## src/rtl/instr_loader.sv

```systemverilog
// instr_loader: loads a length-prefixed, XOR-checksummed byte stream into instruction memory.
module instr_loader #(
    parameter logic [7:0] BASE_ADDR = 8'h00,
    parameter bit         STRICT_HI = 1'b1
) (
    input  logic       clk,
    input  logic       rst_n,
    input  logic       start,
    input  logic       in_valid,
    input  logic [7:0] in_data,
    output logic       in_ready,
    output logic       wr_en,
    output logic [7:0] wr_addr,
    output logic [8:0] wr_data,
    output logic       busy,
    output logic       done,
    output logic       error,
    output logic [8:0] count
);
    typedef enum logic [2:0] {IDLE, LEN, LO, HI, WRITE, CHK, DONE, ERR} state_t;
    state_t state, state_nxt;
    logic [8:0] n;
    logic [7:0] lo, chk, idx;
    logic acc, restart;
    assign in_ready = state == LEN || state == LO || state == HI || state == CHK;
    assign busy     = in_ready || state == WRITE;
    assign wr_en    = state == WRITE;
    assign done     = state == DONE;
    assign error    = state == ERR;
    assign acc      = in_valid && in_ready;
    assign restart  = start && (state == IDLE || state == DONE || state == ERR);
    always_comb begin
        state_nxt = state;
        if (restart) state_nxt = LEN;
        else begin
            case (state)
                LEN:     state_nxt = acc ? LO : LEN;
                LO:      state_nxt = acc ? HI : LO;
                HI:      state_nxt = !acc ? HI : (STRICT_HI && |in_data[7:1]) ? ERR : WRITE;
                WRITE:   state_nxt = (count + 9'd1 == n) ? CHK : LO;
                CHK:     state_nxt = !acc ? CHK : (in_data == chk) ? DONE : ERR;
                default: state_nxt = state;
            endcase
        end
    end
    always_ff @(posedge clk or negedge rst_n) begin
        if (!rst_n) begin
            state   <= IDLE;
            n       <= '0;
            lo      <= '0;
            chk     <= '0;
            idx     <= '0;
            count   <= '0;
            wr_addr <= '0;
            wr_data <= '0;
        end else begin
            state <= state_nxt;
            if (restart) begin
                chk   <= '0;
                idx   <= '0;
                count <= '0;
            end else if (acc) begin
                chk <= chk ^ in_data;
                // a length byte of zero encodes 256 instructions
                if (state == LEN) n <= {in_data == 8'd0, in_data};
                if (state == LO) lo <= in_data;
                if (state == HI) begin
                    wr_addr <= BASE_ADDR + idx;
                    wr_data <= {in_data[0], lo};
                end
            end else if (state == WRITE) begin
                idx   <= idx + 8'd1;
                count <= count + 9'd1;
            end
        end
    end
endmodule

```

## config.mk

```make
export PLATFORM = sky130hd
export DESIGN_NAME = instr_loader
export DESIGN_NICKNAME = d
export VERILOG_FILES = /design/src/rtl/instr_loader.sv
export SDC_FILE = /design/constraint.sdc
export NUM_CORES = 1
export LEC_CHECK = 0
export ABC_AREA = 1
export CAP_MARGIN = 40
export CORE_ASPECT_RATIO = 0.7
export CORE_MARGIN = 4
export CORE_UTILIZATION = 40
export DETAILED_ROUTE_END_ITERATION = 10
export SYNTH_ARGS = -nofsm -noshare
export SYNTH_HDL_FRONTEND = slang
export SYNTH_SLANG_ARGS = --single-unit
```

## constraint.sdc

```tcl
create_clock -name clk -period 1.9 [get_ports clk]
set_input_delay 0.285 -clock clk [delete_from_list [all_inputs] [get_ports clk]]
set_output_delay 0.285 -clock clk [all_outputs]
set_load 0.05 [all_outputs]
```

* Word-level counts from Yosys, hierarchy flattened *
Index checks and enable logic that the tools add are counted.

storage, ports and cells
  register bits = 62
  input port bits = 12
  output and inout bits = 31
  word-level logic and storage cells = 57

operators by class
  add/subtract/negate cells = 2
  equal/unequal tests = 10
  multiplexer cells = 17
  bitwise logic cells = 2
  reductions and logical operators = 18

operators by type and width
  operator               number
  $mux W8                5
  $mux W9                3
  $pmux W3 S5            1
  $eq A3 B3 Y1 const B   4
  $add A9 B1 Y9 const B  1
  $eq A9 B9 Y1           1
  $mux W3                3
  $reduce_and A3 Y1      3
  $add A8 B1 Y8 const B  1
  $eq A8 B8 Y1           1
  $logic_not A8 Y1       1
  $xor A8 B8 Y8          1
  $reduce_or A7 Y1       1
  $eq A3 B2 Y1 const B   2
  $logic_or A1 B1 Y1     6
  $mux W2                3
  $reduce_bool A6 Y1     1
  $reduce_bool A2 Y1     2
  $eq A3 B1 Y1 const B   1
  $logic_not A3 Y1       1
  $logic_and A1 B1 Y1    2
  $mux W1                2
  $ne A2 B1 Y1 const B   1
  $reduce_and A2 Y1      1
  $not A1 Y1             1

* Depth between registers and ports, before layout *
Gate-level depths: netlist of run 1.

  depth in word-level cells = 8
  depth in mapped cells = 14
  mapped depth without buffers = 14

* Worst setup path after synthesis of run 1 *
OpenSTA, ideal clock, no wires.

  path type = register to register
  start = reg count[1]
  end = reg state[1]
  data arrival time = 1.851 ns
  slack = -0.069 ns
  stages on the path, launching flop included = 15
  path buffers = 0
  period minus slack after synthesis = 1.969 ns
  cells stage by stage = dfrtp_1 ha_1 nand3_1 inv_1 nand2_1 nand2_1 nand2_1 nand2_1 nand3_1 nor2_1 nand2_1 nand2_1 nand2_1 nand2_1 nand2_1

on the way
  word-level cells in the longest chain between the ends = 5

ends and longest elaborated chain
  item                    RTL line  text
  from (decl)             18        output logic [8:0] count
  from (signal assigned)  73        count <= count + 9'd1;
  $add A9 B1 Y9           40        WRITE: state_nxt = (count + 9'd1 == n) ? CHK : LO;
  $eq A9 B9 Y1            40
  $mux W3                 40
  $pmux W3 S5             36        case (state)
  $mux W3                 34        if (restart) state_nxt = LEN;
  to (signal assigned)    57        state <= state_nxt;
  to (decl)               21        state_t state, state_nxt;

Every way passes these cells.
A chain may end at the register's enable or synchronous reset.

* Worst setup path in the final report of run 1 *
  start = reg count[6]
  end = out count[6]

No word-level cell between the ends.

==> results of run 1 <==
-- power by group through the flow --
| stage | sequential [mW] | clock [mW] | combinational, mW |
|---|---|---|---|
| after detailed placement | 2.05 | 0 | 2.59 |
| after CTS | 2.02 | 1.30 | 2.61 |
| final | 2.03 | 1.27 | 2.62 |
| after global placement | 2.03 | 0 | 2.56 |
| after floorplan | 2.47 | 0 | 1.23 |
| after global routing | 2.09 | 1.38 | 2.86 |
-- worst max-delay path by stage --
stage                     startpoint  endpoint  cells after the start
after global placement    in_data[1]  state[0]                     11
after CTS                   count[5]  count[5]                      1
after detailed placement  in_data[1]  state[0]                     11
after floorplan             count[1]  state[1]                     14
after global routing        count[0]  state[1]                     14
final                       count[6]  count[6]                      1
-- logic make-up after synthesis --
kind of cell | Yosys count | synth area share
compound gates | 53 | 0.09286
xor+xnor | 8 | 0.02353
fa+ha+maj | 2 | 0.008402
buf+inv | 50 | 0.06555
flops | 62 | 0.5210
mux | 10 | 0.03782
simple gates | 167 | 0.2508
-- what timing repair did --
item | 4_1_cts | 5_1_grt
setup buffers | 0 | 0
gates resized for setup | 4 | 7
pin swaps | 0 | 2
hold endpoints to repair | 15 | 0
endpoints found under the setup margin | 4 | 6
hold buffers | 1 | 0
gates cloned | 0 | 0
-- stage by stage --
stage	TNS [ns]	area, µm²
6_report	0	3904
5_1_grt	-0.01455	3904
4_1_cts	0	3872
3_5_place_dp	0	3647
3_3_place_gp	0	3647
2_1_floorplan	0	2980
-- registers in the layout, indices dropped and copies added (netlist names) --
name / count
chk: 8
count: 9
idx: 8
lo: 8
n: 9
state: 3
wr_addr: 8
wr_data: 9
-- routing by layer --
| layer | part of all wire | up-vias |
|---|---|---|
| li1 | - | 1267 |
| met1 | 0.52 | 1204 |
| met2 | 0.42 | 65 |
| met3 | 0.058 | 7 |
| met4 | 0.0071 | 0 |
| met5 | 0 | - |
-- area by class of cell --
class                      count  area (µm²)
fill                         686        3351
sequential                    62        1555
multi-input combinational    240        1261
timing repair buffer          59       591.8
inverter                      42       158.9
clock buffer                  10       127.6
tap                           98       122.6
clock inverter                 6       86.33
-- Yosys cell counts (2+ instances only) --
| library cell | count |
|---|---|
| nand2_1 | 94 |
| dfrtp_1 | 62 |
| inv_1 | 39 |
| o21ai_0 | 36 |
| nand3_1 | 29 |
| nor2_1 | 16 |
| a21oi_1 | 10 |
| mux2_2 | 10 |
| nand2_2 | 7 |
| nor2_2 | 6 |
| nor3_1 | 6 |
| o22ai_1 | 6 |
| clkbuf_1 | 5 |
| nand3b_1 | 4 |
| xnor2_1 | 4 |
| xor2_1 | 4 |
| nand4_1 | 3 |
| buf_2 | 2 |
| ha_1 | 2 |
| inv_2 | 2 |
==> results.py, run 1 <==
metrics = {
    "setup_path": {
        "crit-reg2reg-launch": "count[0]",
        "regToRegEndpoint": "state[1]",
        "critPathLaunchType": "flip-flop",
        "slowest_stage": "clkdlybuf4s50_1",
        "cp.required_ns": 1.62,
        "max_stage_delay_ns": 0.82,
        "path_class": "flip-flop to primary output",
        "worst-path-buf-inv": 1,
        "cp_cell_sequence": "clkdlybuf4s50_1",
        "crit_fanout": 4,
        "worstPathArrival_ns": 1.55,
        "endpoint_kind": "primary output",
        "critical-path-top-delay-family": "buffers and inverters",
        "ff2ff_path_depth": 12,
        "r2r_setup_slack_ns": 0.13,
    },
    "sta": {
        "hold_viol_final": 0,
        "postLayoutSetupSlackWorst_ns": 0.06590,
        "setup_violations": 0,
        "slew_headroom": 0.6600,
        "max_freq_mhz": 545.2,
        "rsz0062_at_grt": "true",
        "skew_ns": 0.01059,
        "worst_slew_pin_slew_ns": 0.5092,
        "whs_ns": 0.4129,
        "fin_crit_sh": 0.9653,
        "drv_slew": 0,
        "fin_crit_ns": 1.834,
    },
    "clock_tree": {
        "cts_tree": "built",
        "cts_buffer_depth": 2,
        "insertion_delay_ns": 0.34,
        "cts-root-buf": "clkbuf_8",
        "htree_levels": 3,
        "clock_sinks": 62,
        "cts_buffers": 9,
        "clkTransAtPathRegs_ns": 0.07,
    },
    "layout": {
        "final_cell_mix": "nand2_1 (94), dfrtp_1 (59), inv_1 (39)",
        "num-nets-final": 428,
        "diodes": 0,
        "layout.cells.non_filler": 517,
        "final_util": 0.5381,
        "drive_above_1_share": 0.1718,
        "final_common_cell": "nand2_1",
        "area_delta_synth_final_pct": 31.09,
    },
    "logic_synthesis": {
        "synth_top_area_frac": 0.5210,
        "synthesis.area_um2": 2978,
        "yosysWarnings": 0,
        "synth.avg_cell_area_um2": 8.460,
        "ys.flop_type": "dfrtp_1",
        "synth-edff-count": 0,
        "async_flop_share": 1.000,
        "yosys.area.top_type": "dfrtp_1",
        "synthDistinctLibCells": 25,
        "synth-seq-cells": 62,
        "yosys-top-cells-area": "dfrtp_1 (52%), nand2_1 (12%), o21ai_0 (6.1%)",
        "yosysSeqAreaShare": 0.5210,
        "syn_nets": 366,
        "postSynthCellCount": 352,
    },
    "detailed_routing": {
        "drc": 0,
        "drt-total-wl_um": 7430,
        "drt_iter0_markers": 96,
        "vias": 2543,
        "wl_per_cell_um": 14.37,
        "vias_per_cell": 4.919,
        "ant_nets": 0,
        "detail_route.first_pass.iterations": 5,
    },
    "power_and_ir_drop": {
        "power.leakage_nw": 1.878,
        "peakVddDrop_uv": 759.0,
        "clkPwrFrac": 0.215,
        "p_int_mw": 3.453,
        "comb_power_share": 0.443,
        "seqPwrFrac": 0.343,
        "netSwitchingPower_mw": 2.469,
        "power.density_cell_area_nw_per_um2": 1517,
        "power_mw": 5.922,
        "p_sw_frac": 0.4169,
    },
    "run_status": {
        "status": "completed",
    },
    "place": {
        "port_buffers": 42,
        "finalWeightedCongestion": 0.8557,
        "hpwl_um": 5513,
        "place_ws_ns": 0.1083,
        "dpl.cell_count": 500,
    },
    "floorplan": {
        "ios": 43,
        "placementRows": 26,
        "die_area_um2": 8911,
        "dieWidth_um": 111.1,
        "die_h_um": 80.19,
        "core_um2": 7254,
        "initial_core_util": 0.4105,
    },
    "global_routing": {
        "busiest_layer": "met1",
        "grtUsageTotal": 0.1796,
        "grtUsageMet3": 0.05572,
        "grt-ovfl-total": 0,
        "grt_pass1_vias": 2382,
        "grt_first_pass_wirelength_um": 12230,
        "grt_max_degree": 29,
        "antenna_found_initial": 0,
        "met1_usage": 0.2654,
        "use_met2": 0.2464,
    },
    "job": {
        "cap_viol_max_count": 0,
    },
    "worst_hold_path": {
        "hold_path.class": "input pin to asynchronous set/reset pin",
    },
}
Power figures use the tool's default switching activity.
==> run 2, diff against run 1 <==
- CORE_UTILIZATION: 40 -> 54
- PLACE_DENSITY: not set -> 0.79
==> run 2 against run 1 <==
Hold slack got worse by 0.0019 ns. Clock-buffer cell count is 3 higher. Clock skew is 0.0033 ns lower. Largest power group unchanged. Register-to-register slack better by 0.03 ns. Sequential power hardly changed. Clock power shrank 8%.
==> results.py, run 2 (synthesis results as in run 1) <==
metrics = {
    "run_status": {
        "status": "completed",
    },
    "floorplan": {
        "die_area_um2": 6785,
        "core_um2": 5285,
        "initial_core_util": 0.5634,
        "placementRows": 22,
        "ios": 43,
        "die_h_um": 70.13,
        "dieWidth_um": 96.76,
    },
    "clock_tree": {
        "clkTransAtPathRegs_ns": 0.07,
        "cts_buffer_depth": 2,
        "clock_sinks": 62,
        "cts_buffers": 9,
        "htree_levels": 3,
        "cts_tree": "built",
        "insertion_delay_ns": 0.34,
        "cts-root-buf": "clkbuf_8",
    },
    "detailed_routing": {
        "vias": 2524,
        "ant_nets": 0,
        "drt-total-wl_um": 6802,
        "detail_route.first_pass.iterations": 4,
        "drc": 0,
        "drt_iter0_markers": 202,
        "wl_per_cell_um": 14.00,
        "vias_per_cell": 5.193,
    },
    "layout": {
        "drive_above_1_share": 0.1643,
        "diodes": 0,
        "final_common_cell": "nand2_1",
        "final_cell_mix": "nand2_1 (94), dfrtp_1 (60), inv_1 (38)",
        "num-nets-final": 423,
        "fill_cells": 417,
        "top_regs": "count (9), n (9), wr_data (9)",
        "finalInstanceArea_um2": 3826,
        "area_delta_synth_final_pct": 28.49,
        "final_util": 0.7240,
    },
    "global_routing": {
        "grt_pass1_vias": 2496,
        "grtUsageTotal": 0.2140,
        "grt-ovfl-total": 0,
        "antenna_found_initial": 0,
        "grt_max_degree": 46,
        "grt_first_pass_wirelength_um": 11450,
    },
    "job": {
        "cap_viol_max_count": 0,
    },
    "setup_path": {
        "ff2ff_path_depth": 14,
        "crit_cells": 1,
        "cp_cell_sequence": "clkdlybuf4s50_1",
        "slowest_stage": "clkdlybuf4s50_1",
        "crit_fanout": 4,
        "max_stage_delay_ns": 0.82,
        "cp.required_ns": 1.62,
        "worstPathArrival_ns": 1.55,
        "path_class": "flip-flop to primary output",
        "worst-path-buf-inv": 1,
        "critical-path-top-delay-family": "buffers and inverters",
        "endpoint_kind": "primary output",
        "critPathLaunchType": "flip-flop",
    },
    "sta": {
        "max_freq_mhz": 543.7,
        "fin_crit_ns": 1.839,
        "fin_crit_sh": 0.9681,
        "tns_ns": 0,
        "slew_headroom": 0.6591,
        "postLayoutSetupSlackWorst_ns": 0.06065,
        "skew_ns": 0.007247,
        "worst_slew_pin_slew_ns": 0.5098,
        "rsz0062_at_grt": "false",
        "drv_slew": 0,
        "setup_violations": 0,
        "hold_viol_final": 0,
    },
    "power_and_ir_drop": {
        "power.density_cell_area_nw_per_um2": 1519,
        "power_mw": 5.814,
        "peakVddDrop_uv": 811.5,
        "power.leakage_nw": 1.844,
    },
    "place": {
        "port_buffers": 42,
        "hpwl_um": 5042,
        "finalWeightedCongestion": 0.9021,
        "place_ws_ns": 0.05790,
        "placed_area_um2": 3562,
    },
    "worst_hold_path": {
        "hold_path.class": "input pin to asynchronous set/reset pin",
    },
}
## run 2: report_power, final
part           total [mW]  switching, mW  leakage (nW)  internal, mW
logic                2.60           1.63         0.937         0.972
clock network        1.17          0.489        0.0996         0.676
registers            2.04          0.293         0.807          1.75
## run 2: final timing paths
check                           start          to  slack, ns
max                          count[7]    count[7]       0.06
min                             rst_n    count[2]       0.41
max reg2reg                  count[0]    state[1]       0.16
min reg2reg                wr_addr[4]  wr_addr[4]       0.48
max in group asynchronous       rst_n    count[4]       0.90
min in group clk           wr_addr[4]  wr_addr[4]       0.48
## run 2: through the flow
step | std cells | hold slack [ns]
after floorplan | 352 | -0.01059
after global routing | 486 | 0.4713
after detailed placement | 467 | 0.2516
final | 486 | 0.4110
after global placement | 467 | 0.2512
after CTS | 485 | 0.4169
## run 2: timing repair
| item | in CTS | in global routing |
|---|---|---|
| endpoints found under the hold margin | 17 | 0 |
| pin swaps | 0 | 1 |
| cloned | 0 | 0 |
| hold buffers | 1 | 0 |
| gates resized for setup | 2 | 9 |
| setup buffers | 1 | 1 |
| endpoints found under the setup margin | 2 | 7 |
## run 2: area by class of cell
type                            instances  area, µm²  area share
Sequential cell                        62       1554      0.4061
Clock buffer                           13      158.9     0.04153
Timing Repair Buffer                   54      559.3      0.1462
Multi-Input combinational cell        240       1259      0.3290
Inverter                               42      162.7     0.04251
Tap cell                               72      90.09     0.02354
Clock inverter                          3      42.54     0.01112
## run 2: metal layers
metal | track usage | vias up | routed length, µm
met5 | 0 | - | 0
met4 | 0.07165 | 0 | 97
met1 | 0.2767 | 1178 | 3072
met2 | 0.3349 | 81 | 3086
li1 | - | 1253 | -
met3 | 0.07784 | 12 | 546
